$ cat config.mk
export PLATFORM = sky130hd
export DESIGN_NAME = decoder_sequencer
export DESIGN_NICKNAME = d
export VERILOG_FILES = /design/src/rtl/decoder_sequencer.sv
export SDC_FILE = /design/constraint.sdc
export NUM_CORES = 1
export LEC_CHECK = 0
export ABC_AREA = 1
export ABC_CLOCK_PERIOD_IN_PS = 5100
export CAP_MARGIN = 10
export CORE_MARGIN = 2
export CORE_UTILIZATION = 58
export CTS_BUF_LIST = sky130_fd_sc_hd__clkbuf_16
export CTS_CLUSTER_DIAMETER = 30
export DETAILED_ROUTE_END_ITERATION = 8
export PLACE_DENSITY = 0.82
export SLEW_MARGIN = 20
export SYNTH_ARGS = -nofsm -noshare
export SYNTH_HDL_FRONTEND = slang
export SYNTH_SLANG_ARGS = --single-unit
$ cat constraint.sdc
create_clock -name clk -period 5.1 [get_ports clk]
set_input_delay 0.765 -clock clk [delete_from_list [all_inputs] [get_ports clk]]
set_output_delay 0.765 -clock clk [all_outputs]
set_load 0.01 [all_outputs]
$ cat src/rtl/decoder_sequencer.sv
// Frame sequencer for the LLR decoder: walks each frame through
// IDLE -> INPUT -> DECODE -> OUTPUT, with an ERROR trap and a software abort.
// Priority is abort first, then error conditions, then normal progress.
module decoder_sequencer #(
    parameter int                     CODE_LENGTH    = 1024,
    parameter int                     STATE_WIDTH    = 10,
    parameter logic [STATE_WIDTH-1:0] IDLE_STATE     = 10'd1,
    parameter logic [STATE_WIDTH-1:0] INPUT_STATE    = 10'd2,
    parameter logic [STATE_WIDTH-1:0] DECODE_STATE   = 10'd4,
    parameter logic [STATE_WIDTH-1:0] OUTPUT_STATE   = 10'd8,
    parameter logic [STATE_WIDTH-1:0] ERROR_STATE    = 10'd16,
    parameter int                     TIMEOUT_CYCLES = 65535
) (
    input  logic                   clk,
    input  logic                   reset,
    input  logic                   start,
    input  logic                   input_write,
    input  logic                   input_error,
    input  logic                   decode_done,
    input  logic                   output_done,
    input  logic                   abort,
    input  logic                   error_clear,
    output logic [STATE_WIDTH-1:0] state,
    output logic                   decode_start,
    output logic                   frame_done,
    output logic                   busy,
    output logic [1:0]             error_code,
    output logic [15:0]            frame_count
);

    // The write counter must be able to hold CODE_LENGTH itself, hence the extra bit.
    localparam int CNT_W = $clog2(CODE_LENGTH) + 1;
    localparam int TO_W  = $clog2(TIMEOUT_CYCLES + 1);

    // Counter values seen during the cycle that finishes INPUT or times out DECODE.
    localparam logic [CNT_W-1:0] LAST_WRITE  = CNT_W'(CODE_LENGTH - 1);
    localparam logic [TO_W-1:0]  LAST_DECODE = TO_W'(TIMEOUT_CYCLES - 1);

    localparam logic [1:0] ERR_NONE    = 2'b00;
    localparam logic [1:0] ERR_INPUT   = 2'b01;
    localparam logic [1:0] ERR_TIMEOUT = 2'b10;
    localparam logic [1:0] ERR_WRITE   = 2'b11;

    logic [STATE_WIDTH-1:0] state_q, state_d;
    logic [1:0]             error_code_q, error_code_d;
    logic [CNT_W-1:0]       wr_cnt_q, wr_cnt_d;
    logic [TO_W-1:0]        to_cnt_q, to_cnt_d;
    logic                   decode_start_q, decode_start_d;
    logic                   frame_done_q, frame_done_d;
    logic [15:0]            frame_count_q, frame_count_d;

    // State register together with the error code that is tied to it.
    always_ff @(posedge clk or negedge reset) begin
        if (!reset) begin
            state_q      <= IDLE_STATE;
            error_code_q <= ERR_NONE;
        end else begin
            state_q      <= state_d;
            error_code_q <= error_code_d;
        end
    end

    // Next-state selection: abort beats errors, errors beat normal progress.
    always_comb begin
        state_d      = state_q;
        error_code_d = error_code_q;
        if (abort && (state_q != IDLE_STATE)) begin
            state_d      = IDLE_STATE;
            error_code_d = ERR_NONE;
        end else begin
            case (state_q)
                IDLE_STATE: begin
                    if (start) state_d = INPUT_STATE;
                end
                INPUT_STATE: begin
                    if (input_error) begin
                        state_d      = ERROR_STATE;
                        error_code_d = ERR_INPUT;
                    end else if (input_write && (wr_cnt_q == LAST_WRITE)) begin
                        state_d = DECODE_STATE;
                    end
                end
                DECODE_STATE: begin
                    if (input_write) begin
                        state_d      = ERROR_STATE;
                        error_code_d = ERR_WRITE;
                    end else if (decode_done) begin
                        state_d = OUTPUT_STATE;
                    end else if (to_cnt_q == LAST_DECODE) begin
                        state_d      = ERROR_STATE;
                        error_code_d = ERR_TIMEOUT;
                    end
                end
                OUTPUT_STATE: begin
                    if (input_write) begin
                        state_d      = ERROR_STATE;
                        error_code_d = ERR_WRITE;
                    end else if (output_done) begin
                        state_d = IDLE_STATE;
                    end
                end
                ERROR_STATE: begin
                    if (error_clear) begin
                        state_d      = IDLE_STATE;
                        error_code_d = ERR_NONE;
                    end
                end
                default: begin
                    state_d      = IDLE_STATE;
                    error_code_d = ERR_NONE;
                end
            endcase
        end
    end

    // Counters and pulse outputs derived from the chosen transition.
    always_comb begin
        wr_cnt_d       = wr_cnt_q;
        to_cnt_d       = '0;
        decode_start_d = 1'b0;
        frame_done_d   = 1'b0;
        frame_count_d  = frame_count_q;

        if ((state_q == INPUT_STATE) && (state_d != IDLE_STATE) && input_write && !input_error) begin
            wr_cnt_d = wr_cnt_q + 1'b1;
        end else if ((state_d == IDLE_STATE) || (state_q == IDLE_STATE)) begin
            wr_cnt_d = '0;
        end

        if ((state_q == DECODE_STATE) && (state_d == DECODE_STATE)) begin
            to_cnt_d = to_cnt_q + 1'b1;
        end

        decode_start_d = (state_q == INPUT_STATE) && (state_d == DECODE_STATE);
        frame_done_d   = (state_q == OUTPUT_STATE) && (state_d == IDLE_STATE) && !abort;

        if (frame_done_d) begin
            frame_count_d = frame_count_q + 16'd1;
        end
    end

    // Datapath registers behind the outputs and the internal counters.
    always_ff @(posedge clk or negedge reset) begin
        if (!reset) begin
            wr_cnt_q       <= '0;
            to_cnt_q       <= '0;
            decode_start_q <= 1'b0;
            frame_done_q   <= 1'b0;
            frame_count_q  <= 16'd0;
        end else begin
            wr_cnt_q       <= wr_cnt_d;
            to_cnt_q       <= to_cnt_d;
            decode_start_q <= decode_start_d;
            frame_done_q   <= frame_done_d;
            frame_count_q  <= frame_count_d;
        end
    end

    assign state        = state_q;
    assign decode_start = decode_start_q;
    assign frame_done   = frame_done_q;
    assign busy         = (state_q != IDLE_STATE);
    assign error_code   = error_code_q;
    assign frame_count  = frame_count_q;

endmodule

==> impl_results.md, run 1 <==
* Hold Path Origin: to_cnt_q[0]
* Cells after Synth at 436
* Largest net degree at the start of global routing at 58
* Number of nets in the layout at 496
* Critical path class: reg2out
* Routed WL at 7430 um
* Final Max Tran Viols at 0
* Total number of vias at 2987
* Total gr overflow at 0
* Run status: completed
* CTS tree: done
* Initial antenna violation count at 0
* Final TNS setup at 0 ns
* F_max at roughly 0.38 GHz
* CTS-repair resized insts at 0
* Worst reg2reg path startpoint: state[8]
* # DRC at 0
* CP Launch Point: state[8]
* Tmin final at 2.62 ns
* CP max FO at 7
* CTS sink cnt at 57
* Layout area overhead at 20.4%
* Layout cell share with drive strength beyond 1 at 12.7%
* Syn Area/Cell at between 8 and 9 um^2
* Chip width at a little over 80 um
* Register bit total from synthesis at 57
* Die Span Y at between 80 and 90 um
* Primary FF master, synth: dfrtp_1
* Commonest cells after routing, fill and taps aside: nand2_1, dfrtp_1, nand3_1
* Peak supply drop at between 200 and 250 uV
* Final Cycle Share at 51.5%
* CTS Buffer Depth at 2
* Cts hold-fix bufs at 0
* Clock Root Buffer: clkbuf_16
* Core region area at 5920 um^2
* Largest stage delay, worst path at 0.50 ns
* Antenna Cells at 0
* Max-slew headroom at 47.6%
* Detail Placement HPWL at 5230 um
* Setup violation total in the final timing report at 0
* Worst path slowest cell: clkdlybuf4s50_1
* Crit path capture type: output port
* Least-Margin Pin Slew at 0.783 ns
* Hold Vio Cnt, Final at 0
* Worst-path clk slew at around 0.05 ns
* Max Cap Viol at 0
* Multi-input gate area at between 1500 and 2000 um^2
* Routed len/inst at 13.2 um
* Ys async rst share at 100%
* Via density at 5.31
* CP required at 4.34 ns
* First-pass GRT wire length at roughly 13000 um
* Initial DRT Pass Iterations at 5
* Sequential cell area at 1430 um^2
* Unrepaired setup endpoints after global routing: no
* # IOs at 40
* IO buf count at 39
* Instance area at placement at roughly 4000 um^2
* Latest clock arrival within the worst-skew pair at 0.33 ns
* Design area at between 4000 and 5000 um^2
* Vias in the first global route at 2844
* CP cell instances: nor2_2 > nand2_1 > inv_1 > nand2_4 > clkdlybuf4s50_1
* Most common cell after layout, fill and taps aside: nand2_1
* DRT antenna net count at 0
* Worst hold path type: reg2reg
* WP data arrival at 1.86 ns
* GPL Wtd Cong at 0.860
* Sequential area share after synthesis at between 40% and 50%
* CP Launch Type: flip-flop
* Fillers at 455
* CTS H-tree lvls at 3
* Initial Util at 59.8%
* Yosys cell types at 39
* Setup repair bufs after CTS at 0
* Leakage at 2.00 nW
* # rows at 28
* CTS Buf Count at 9
* GRT Overall Usage at around 25%
* PD cells at 253 nW/um^2
* Number of synthesized flops with an enable pin at 0
* Full die area at ~6800 um^2
* DRT iter0 DRCs at 106
* Mapped cell area at 3540 um^2
* Yosys Warn Count at 0
* Post-Route Skew at 0.00847 ns
flip-flops by register name, summed over array words and instances (netlist names):
signal,cells
wr_cnt_q,11
frame_count,16
frame_done,1
error_code,2
decode_start,1
to_cnt_q,16
state,10
critical path: cells and delay by family, from the launching register on:
family	cells	cell delay, ns
flip-flops	1	0.38
buffers and inverters	2	0.69
AND/OR/NAND/NOR	3	0.47
cell type report:
class | instances | share of cell area (%)
Sequential cell | 57 | 33.5
Tap cell | 75 | 2.20
Clock buffer | 9 | 5.28
Multi-Input combinational cell | 323 | 43.6
Inverter | 50 | 4.43
Timing Repair Buffer | 42 | 9.56
Clock inverter | 7 | 1.44
cell families (layout without fill, tap and decap cells):
group                      after synthesis  count (layout)  share of synthesized area (%)
xor gates and xnor gates                32              32                           7.91
other                                    1               5                          0.106
AOI/OAI and AO/OA                       19              19                           3.25
and+or+nand+nor                        263             263                           39.4
buffers and inverters                   60             108                           7.63
adders and majority gates                4               4                           1.41
DFF                                     57              57                           40.3
stage by stage:
stage	utilization [%]	cells	power, mW	hold slack [ns]	setup slack [ns]
2_1_floorplan	-	440	0.486	0.452	3.34
3_3_place_gp	67.2	547	0.511	0.472	2.39
3_5_place_dp	67.2	547	0.512	0.482	2.31
4_1_cts	72.0	563	1.09	0.489	2.47
5_1_grt	72.0	563	1.12	0.507	2.36
6_report	72.0	563	1.08	0.488	2.48
Yosys cell counts (all sizes together) (3+ instances only):
| library cell | number | area share (%) |
|---|---|---|
| nand2 | 105 | 12 |
| nor2 | 61 | 11 |
| nand3 | 57 | 9.5 |
| dfrtp | 56 | 40 |
| inv | 49 | 5.2 |
| nand4 | 22 | 3.9 |
| xor2 | 19 | 4.7 |
| xnor2 | 13 | 3.2 |
| nor3 | 11 | 1.6 |
| o21ai | 9 | 1.3 |
| buf | 7 | 2.0 |
| ha | 4 | 1.4 |
| o211ai | 4 | 0.85 |
| a21oi | 3 | 0.42 |
| clkbuf | 3 | 0.32 |
| nand3b | 3 | 0.64 |
path summary, 6_finish.rpt:
kind	end	slack, ns	cells past startpoint
max	busy	2.48	5
min	to_cnt_q[0]	0.49	1
max reg2reg	frame_count[4]	2.77	11
min reg2reg	to_cnt_q[0]	0.49	1
max in group asynchronous	to_cnt_q[1]	4.06	2
min in group asynchronous	state[7]	0.58	2
routing by layer:
metal	vias up	routed length, um	share of wire, %	GRT usage [%]
met5	-	0	0	0
met4	0	145	2.0	9.17
met3	14	285	3.8	6.09
met2	72	3750	50	41.5
met1	1392	3250	44	32.0
li1	1509	-	-	-
power breakdown:
| part | total, mW | internal, mW | switching (mW) |
|---|---|---|---|
| Clock | 0.573 | 0.372 | 0.202 |
| Combinational | 0.0450 | 0.0165 | 0.0284 |
| Sequential | 0.460 | 0.456 | 0.00357 |
Note: power is estimated with default switching activity, not from simulation.
==> inputs of run 2 (changes only) <==
--- a/config.mk
+++ b/config.mk
@@ -6,14 +6,14 @@
 export NUM_CORES = 1
 export LEC_CHECK = 0
 export ABC_AREA = 1
-export ABC_CLOCK_PERIOD_IN_PS = 5100
+export ABC_CLOCK_PERIOD_IN_PS = 2700
 export CAP_MARGIN = 10
 export CORE_MARGIN = 2
-export CORE_UTILIZATION = 58
+export CORE_UTILIZATION = 57
 export CTS_BUF_LIST = sky130_fd_sc_hd__clkbuf_16
 export CTS_CLUSTER_DIAMETER = 30
 export DETAILED_ROUTE_END_ITERATION = 8
-export PLACE_DENSITY = 0.82
+export PLACE_DENSITY = 0.81
 export SLEW_MARGIN = 20
 export SYNTH_ARGS = -nofsm -noshare
 export SYNTH_HDL_FRONTEND = slang
==> constraint.sdc (replaced) <==
create_clock -name clk -period 2.7 [get_ports clk]
set_input_delay 0.405 -clock clk [delete_from_list [all_inputs] [get_ports clk]]
set_output_delay 0.405 -clock clk [all_outputs]
set_load 0.01 [all_outputs]
==> run 2 against run 1 <==
Against the previous run: final area increased by 1.5%; via count decreased by 0.40%; largest power group unchanged; register-to-register slack got worse by 2.2 ns; sequential cell count unchanged; sequential share of layout area decreased by 0.49 points; setup slack got worse by 2.0 ns; critical path depth decreased by 1.
==> impl_results.md, run 2 (same netlist as run 1, synthesis figures left out) <==
* Fin Hold WS at 0.498 ns
* # DRC at 0
* DRT antenna net count at 0
* Largest stage delay, worst path at 0.65 ns
* Via density at around 5.3
* Run status: completed
* Commonest cells after routing, fill and taps aside: nand2_1, dfrtp_1, nand3_1
* Vias in the first global route at 2902
* Critical path class: reg2out
* Met1 Use GR at between 20 and 30%
* Total number of vias at 2975
* PnR worst setup slack at slightly below 0.5 ns
* Reg-to-Reg End: to_cnt_q[3]
* Largest delay share family, worst path: flip-flops
* F_max at between 0.4 and 0.5 GHz
* DRT iter0 DRCs at 212
* Unrepaired setup endpoints after global routing: no
* Pre-CTS WS at 0.489 ns
* Layout area overhead at 22.2%
* WP data arrival at 1.81 ns
* Max-slew headroom at 62.8%
* Initial Util at 59.5%
* Leakage at around 2.0 nW
* Worst hold path type: in2async
* Tmin final at 2.22 ns
* CTS tree: done
* CP required at 2.30 ns
* Final Max Tran Viols at 0
* Die Span Y at 82.8 um
* Final Cycle Share at 82.1%
* Routed WL at ~7600 um
* Clock Root Buffer: clkbuf_16
* Antenna Cells at 0
* FF-to-FF path depth at 11
* Design area at around 4300 um^2
* CTS H-tree lvls at 3
* # rows at 28
* Met3 usage in global routing at 5.27%
* Max Cap Viol at 0
* Gr busiest metal: met2
* CP Launch Point: state[0]
* Instance area at placement at around 4000 um^2
* Worst reg2reg path startpoint: state[4]
* Least-Margin Pin Slew at 0.559 ns
* CTS Buffer Depth at 2
* Number of nets in the layout at ~500
* CTS Buf Count at 9
* PD cells at 515 nW/um^2
* CTS-repair resized insts at 0
* Fillers at 449
* Final Power at 2.23 mW
* Most common cell after layout, fill and taps aside: nand2_1
* Chip width at slightly above 80 um
* Peak supply drop at 395 uV
* Logic pwr share at 3.9%
* Buf/Inv on CP at 1
* Full die area at 6860 um^2
* Core region area at about 6000 um^2
* Initial DRT Pass Iterations at 5
* CP Launch Type: flip-flop
* Initial antenna violation count at 0
* Worst-path clk slew at 0.05 ns
* Pint at about 1.8 mW
* CTS sink cnt at 57
* P_sw at 0.446 mW
* GR Util met2 at about two fifths
* Final TNS setup at 0 ns
* Sequential power share at 38.9%
* R2R Setup Slk at 0.58 ns
* Hold Vio Cnt, Final at 0
* GPL Wtd Cong at 0.886
* Post-layout util at 72.7%
* GRT Overall Usage at 23.7%
* Setup violation total in the final timing report at 0
* Switching Fraction at 20.0%
* Post-Route Skew at 0.00668 ns
* CP cell instances: nand2_2 > nor2_4 > nand2_4 > clkdlybuf4s50_1
* CP max FO at 8
* Setup crit end: busy
* Worst path slowest cell: dfstp_2
* Non-Filler Instances at 564
* Layout cell share with drive strength beyond 1 at between 10 and 15%
* IO buf count at 39
* Share of power burned in the clock network at 57.2%
* Total gr overflow at 0
* Placed Cells at between 500 and 600
* Crit path capture type: output port
* Largest net degree at the start of global routing at 45
* Detail Placement HPWL at 5320 um
* Setup repair bufs after CTS at 0
* First-pass GRT wire length at between 10000 and 15000 um
* Path length in cells of the critical path at 4
* Routed len/inst at 13.5 um
* Latest clock arrival within the worst-skew pair at 0.32 ns
* # IOs at 40
## run 2: cell count changes in the layout (fill, tap and decap cells not counted), sizes merged
cell / previous run / this run
dlygate4sd3: 0 / 1
bufinv: 1 / 3
buf: 4 / 5
clkinvlp: 1 / 0
clkinv: 6 / 4
## run 2: power by group through the flow
stage / registers (mW) / logic, mW / clock network (mW)
after floorplan: 0.885 / 0.0331 / 0
after global placement: 0.882 / 0.0847 / 0
after detailed placement: 0.882 / 0.0866 / 0
after CTS: 0.868 / 0.0879 / 1.29
after global routing: 0.869 / 0.0967 / 1.33
final: 0.868 / 0.0862 / 1.28
## run 2: how the worst min path moves through the flow
stage	start	end	slack, ns	cells after the start
finish	reset	frame_count[7]	0.50	2
global route	to_cnt_q[0]	to_cnt_q[0]	0.53	1
CTS	to_cnt_q[0]	to_cnt_q[0]	0.49	1
detailed placement	reset	state[9]	0.32	1
global placement	reset	state[9]	0.31	1
floorplan	reset	decode_start	0.11	0
## run 2: worst register-to-register path: stages (launching register included)
cell and delay (ns):
dfrtp_1 0.48, nor2_4 0.17, nand2_4 0.11, nor2_4 0.14, nand2_2 0.11, nor2_2 0.14
nand3_1 0.13, nand3_1 0.15, nand3_4 0.10, clkinv_2 0.08, nand2_4 0.19, nor3_1 0.22
## run 2: cell type report
type                            count  area (um^2)  share of cell area, %
Clock buffer                        9          225                   5.20
Timing Repair Buffer               44          425                   9.83
Inverter                           50          189                   4.36
Clock inverter                      6          108                   2.49
Sequential cell                    57         1430                   33.0
Tap cell                           75         93.8                   2.17
Multi-Input combinational cell    323         1860                   43.0
## run 2: per-layer routing
| layer | share of wire (%) | routed length (um) | vias up |
|---|---|---|---|
| met1 | 44 | 3350 | 1389 |
| met4 | 1.3 | 98 | 0 |
| li1 | - | - | 1506 |
| met5 | 0 | 0 | - |
| met2 | 50 | 3820 | 71 |
| met3 | 4.4 | 337 | 9 |
## run 2: timing repair
action / 4_1_cts / 5_1_grt
hold endpoints to repair: 13 / 0
endpoints found under the setup margin: 0 / 0
hold buffers: 1 / 0
==> inputs of run 3 (changes only) <==
--- a/config.mk
+++ b/config.mk
@@ -6,7 +6,7 @@
 export NUM_CORES = 1
 export LEC_CHECK = 0
 export ABC_AREA = 1
-export ABC_CLOCK_PERIOD_IN_PS = 2700
+export ABC_CLOCK_PERIOD_IN_PS = 2150
 export CAP_MARGIN = 10
 export CORE_MARGIN = 2
 export CORE_UTILIZATION = 57
==> constraint.sdc (replaced) <==
create_clock -name clk -period 2.15 [get_ports clk]
set_input_delay 0.3225 -clock clk [delete_from_list [all_inputs] [get_ports clk]]
set_output_delay 0.3225 -clock clk [all_outputs]
set_load 0.01 [all_outputs]
==> run 3 against run 2 <==
Against the previous run: the run now ends with negative hold slack left; sequential power increased by 26%; count of clock-buffer cells in the layout unchanged; final cell count increased by 1.2%; combinational power increased by 36%; non-clock buffer count increased by 5; clock power increased by 7%; critical path depth increased by 6; via count increased by 8.1%; worst hold slack got worse by 0.50 ns; die area unchanged; sequential share of layout area decreased by 0.54 points; highest routed layer unchanged.
==> impl_results.md, run 3 (same netlist as run 1, synthesis figures left out) <==
* Largest net degree at the start of global routing at 34
* Sequential power share at 42.3%
* Initial DRT Pass Iterations at 4
* # IOs at 40
* Antenna Cells at 0
* WP data arrival at around 2.2 ns
* Final Cycle Share at 93.9%
* Cts hold-fix bufs at 0
* # rows at 28
* Path length in cells of the critical path at 10
* Detail Placement HPWL at around 5700 um
* Full die area at 6860 um^2
* Tmin final at 2.02 ns
* Worst-path clk slew at 0.05 ns
* F_max at 0.495 GHz
* GRT Overall Usage at about a quarter
* P_sw at roughly 0.57 mW
* Critical path class: reg2reg
* Initial antenna violation count at 0
* FF-to-FF path depth at 10
* Most common cell after layout, fill and taps aside: nand2_1
* Clock Root Buffer: clkbuf_16
* Commonest cells after routing, fill and taps aside: nand2_1, dfrtp_1, nand3_1
* CP cell instances: inv_2 > nand2_1 > nor2_1 > nand3_1 > nand3_1 > o211ai_1 > buf_4 > nand3_1 > nand2_1 > nand2_1
* CTS tree: done
* Leakage at ~2.0 nW
* Die Span Y at 82.8 um
* Share of power burned in the clock network at between 50 and 60%
* Logic pwr share at ~4.6%
* CP max FO at 11
* Routed WL at between 8000 and 9000 um
* Peak supply drop at around 380 uV
* Crit path capture type: flip-flop
* Pint at 2.01 mW
* Core region area at 5960 um^2
* Switching Fraction at 22.0%
* Violated checks: negative hold slack
* Latest clock arrival within the worst-skew pair at between 0.3 and 0.4 ns
* CTS sink cnt at 57
* Initial Util at 59.5%
* Layout area overhead at 24.3%
* Least-Margin Pin Slew at 0.593 ns
* Routed len/inst at 14.4 um
* DRT antenna net count at 0
* Fin Hold WS at -0.00405 ns
* CP Launch Type: flip-flop
* Largest delay share family, worst path: flip-flops
* # DRC at 0
* Max-slew headroom at 60.5%
* Layout cell share with drive strength beyond 1 at 16.1%
* Reg-to-Reg End: frame_count[14]
* Total gr overflow at 0
* Run status: finished with violations
* DRT iter0 DRCs at roughly 210
* Post-Route Skew at between 0.009 and 0.01 ns
* Largest stage delay, worst path at just over 0.6 ns
* Chip width at about 83 um
* Max Cap Viol at 0
* Worst reg2reg path startpoint: state[0]
* First-pass GRT wire length at 13900 um
* Via density at between 5 and 6
* PD cells at approximately 580 nW/um^2
* Worst path slowest cell: dfstp_2
* Vias in the first global route at between 3000 and 4000
* Final Max Tran Viols at 0
* Setup violation total in the final timing report at 0
* IO buf count at 39
* GPL Wtd Cong at 0.903
* Post-layout util at 74.0%
* Total number of vias at 3216
* CTS Buffer Depth at 2
* Final Power at between 2 and 3 mW
* CTS Buf Count at 9
* Non-Filler Instances at 571
* CTS H-tree lvls at 3
* Placed Cells at 552
* Number of nets in the layout at 504
* R2R Setup Slk at 0.13 ns
* CP required at 2.37 ns
* Buf/Inv on CP at 2
* Hold Vio Cnt, Final at 3
* Worst hold path type: in2async
[run 3: changes by cell type in the layout (fill, tap and decap cells not counted), moves of 2 or more]
cell       delta
inv_2         +2
nor2_4        +2
inv_1         -2
bufinv_16     -2
nor3_2        +2
nor2_2        +2
nor2_1        -4
buf_4         +5
nand3_4       +2
clkinv_2      +2
nor3_1        -2
[run 3: final cells by class]
| class | instances | area, um^2 |
|---|---|---|
| clock inverters | 7 | 61.3 |
| fillers | 443 | 1550 |
| repair buffers | 49 | 475 |
| inverters | 50 | 189 |
| multi-input cells | 324 | 1930 |
| flip-flops and latches | 57 | 1430 |
| well taps | 75 | 93.8 |
| clock buffers | 9 | 225 |
[run 3: metal layers]
| metal | track usage [%] | share of wire, % |
|---|---|---|
| met1 | 30.9 | 42 |
| met2 | 41.6 | 50 |
| met3 | 4.27 | 4.9 |
| met4 | 11.6 | 2.8 |
| met5 | 0 | 0 |
[run 3: per-stage QoR]
stage	setup TNS [ns]	hold WS [ns]	cell area [um^2]	setup slack, ns
after floorplan	0	0.0269	3560	0.385
after global placement	0	0.352	4030	0.128
after detailed placement	0	0.354	4030	0.0459
after CTS	0	0.0148	4320	0.00734
after global routing	-0.000230	0.0507	4410	-0.000230
final	0	-0.00405	4410	0.131
[run 3: what timing repair did]
item | in CTS | in global routing
gates resized for setup | 2 | 15
buffers inserted | 0 | 2
gates cloned | 0 | 1
endpoints found under the setup margin | 1 | 41
pin swaps | 0 | 0
[run 3: how the worst max path moves through the flow]
stage | end | start | slack (ns)
2_1_floorplan | frame_count[10] | state[0] | 0.39
3_3_place_gp | to_cnt_q[7] | wr_cnt_q[0] | 0.13
3_5_place_dp | to_cnt_q[7] | wr_cnt_q[0] | 0.05
4_1_cts | busy | state[0] | 0.007
5_1_grt | to_cnt_q[14] | state[2] | -0.0002
6_report | frame_count[14] | state[0] | 0.13
[run 3: power groups by stage]
stage | clock network, mW | logic [mW] | registers (mW)
after detailed placement | 0 | 0.115 | 1.11
after floorplan | 0 | 0.0416 | 1.11
after global routing | 1.44 | 0.130 | 1.09
final | 1.37 | 0.117 | 1.09
after CTS | 1.38 | 0.115 | 1.09
after global placement | 0 | 0.112 | 1.11
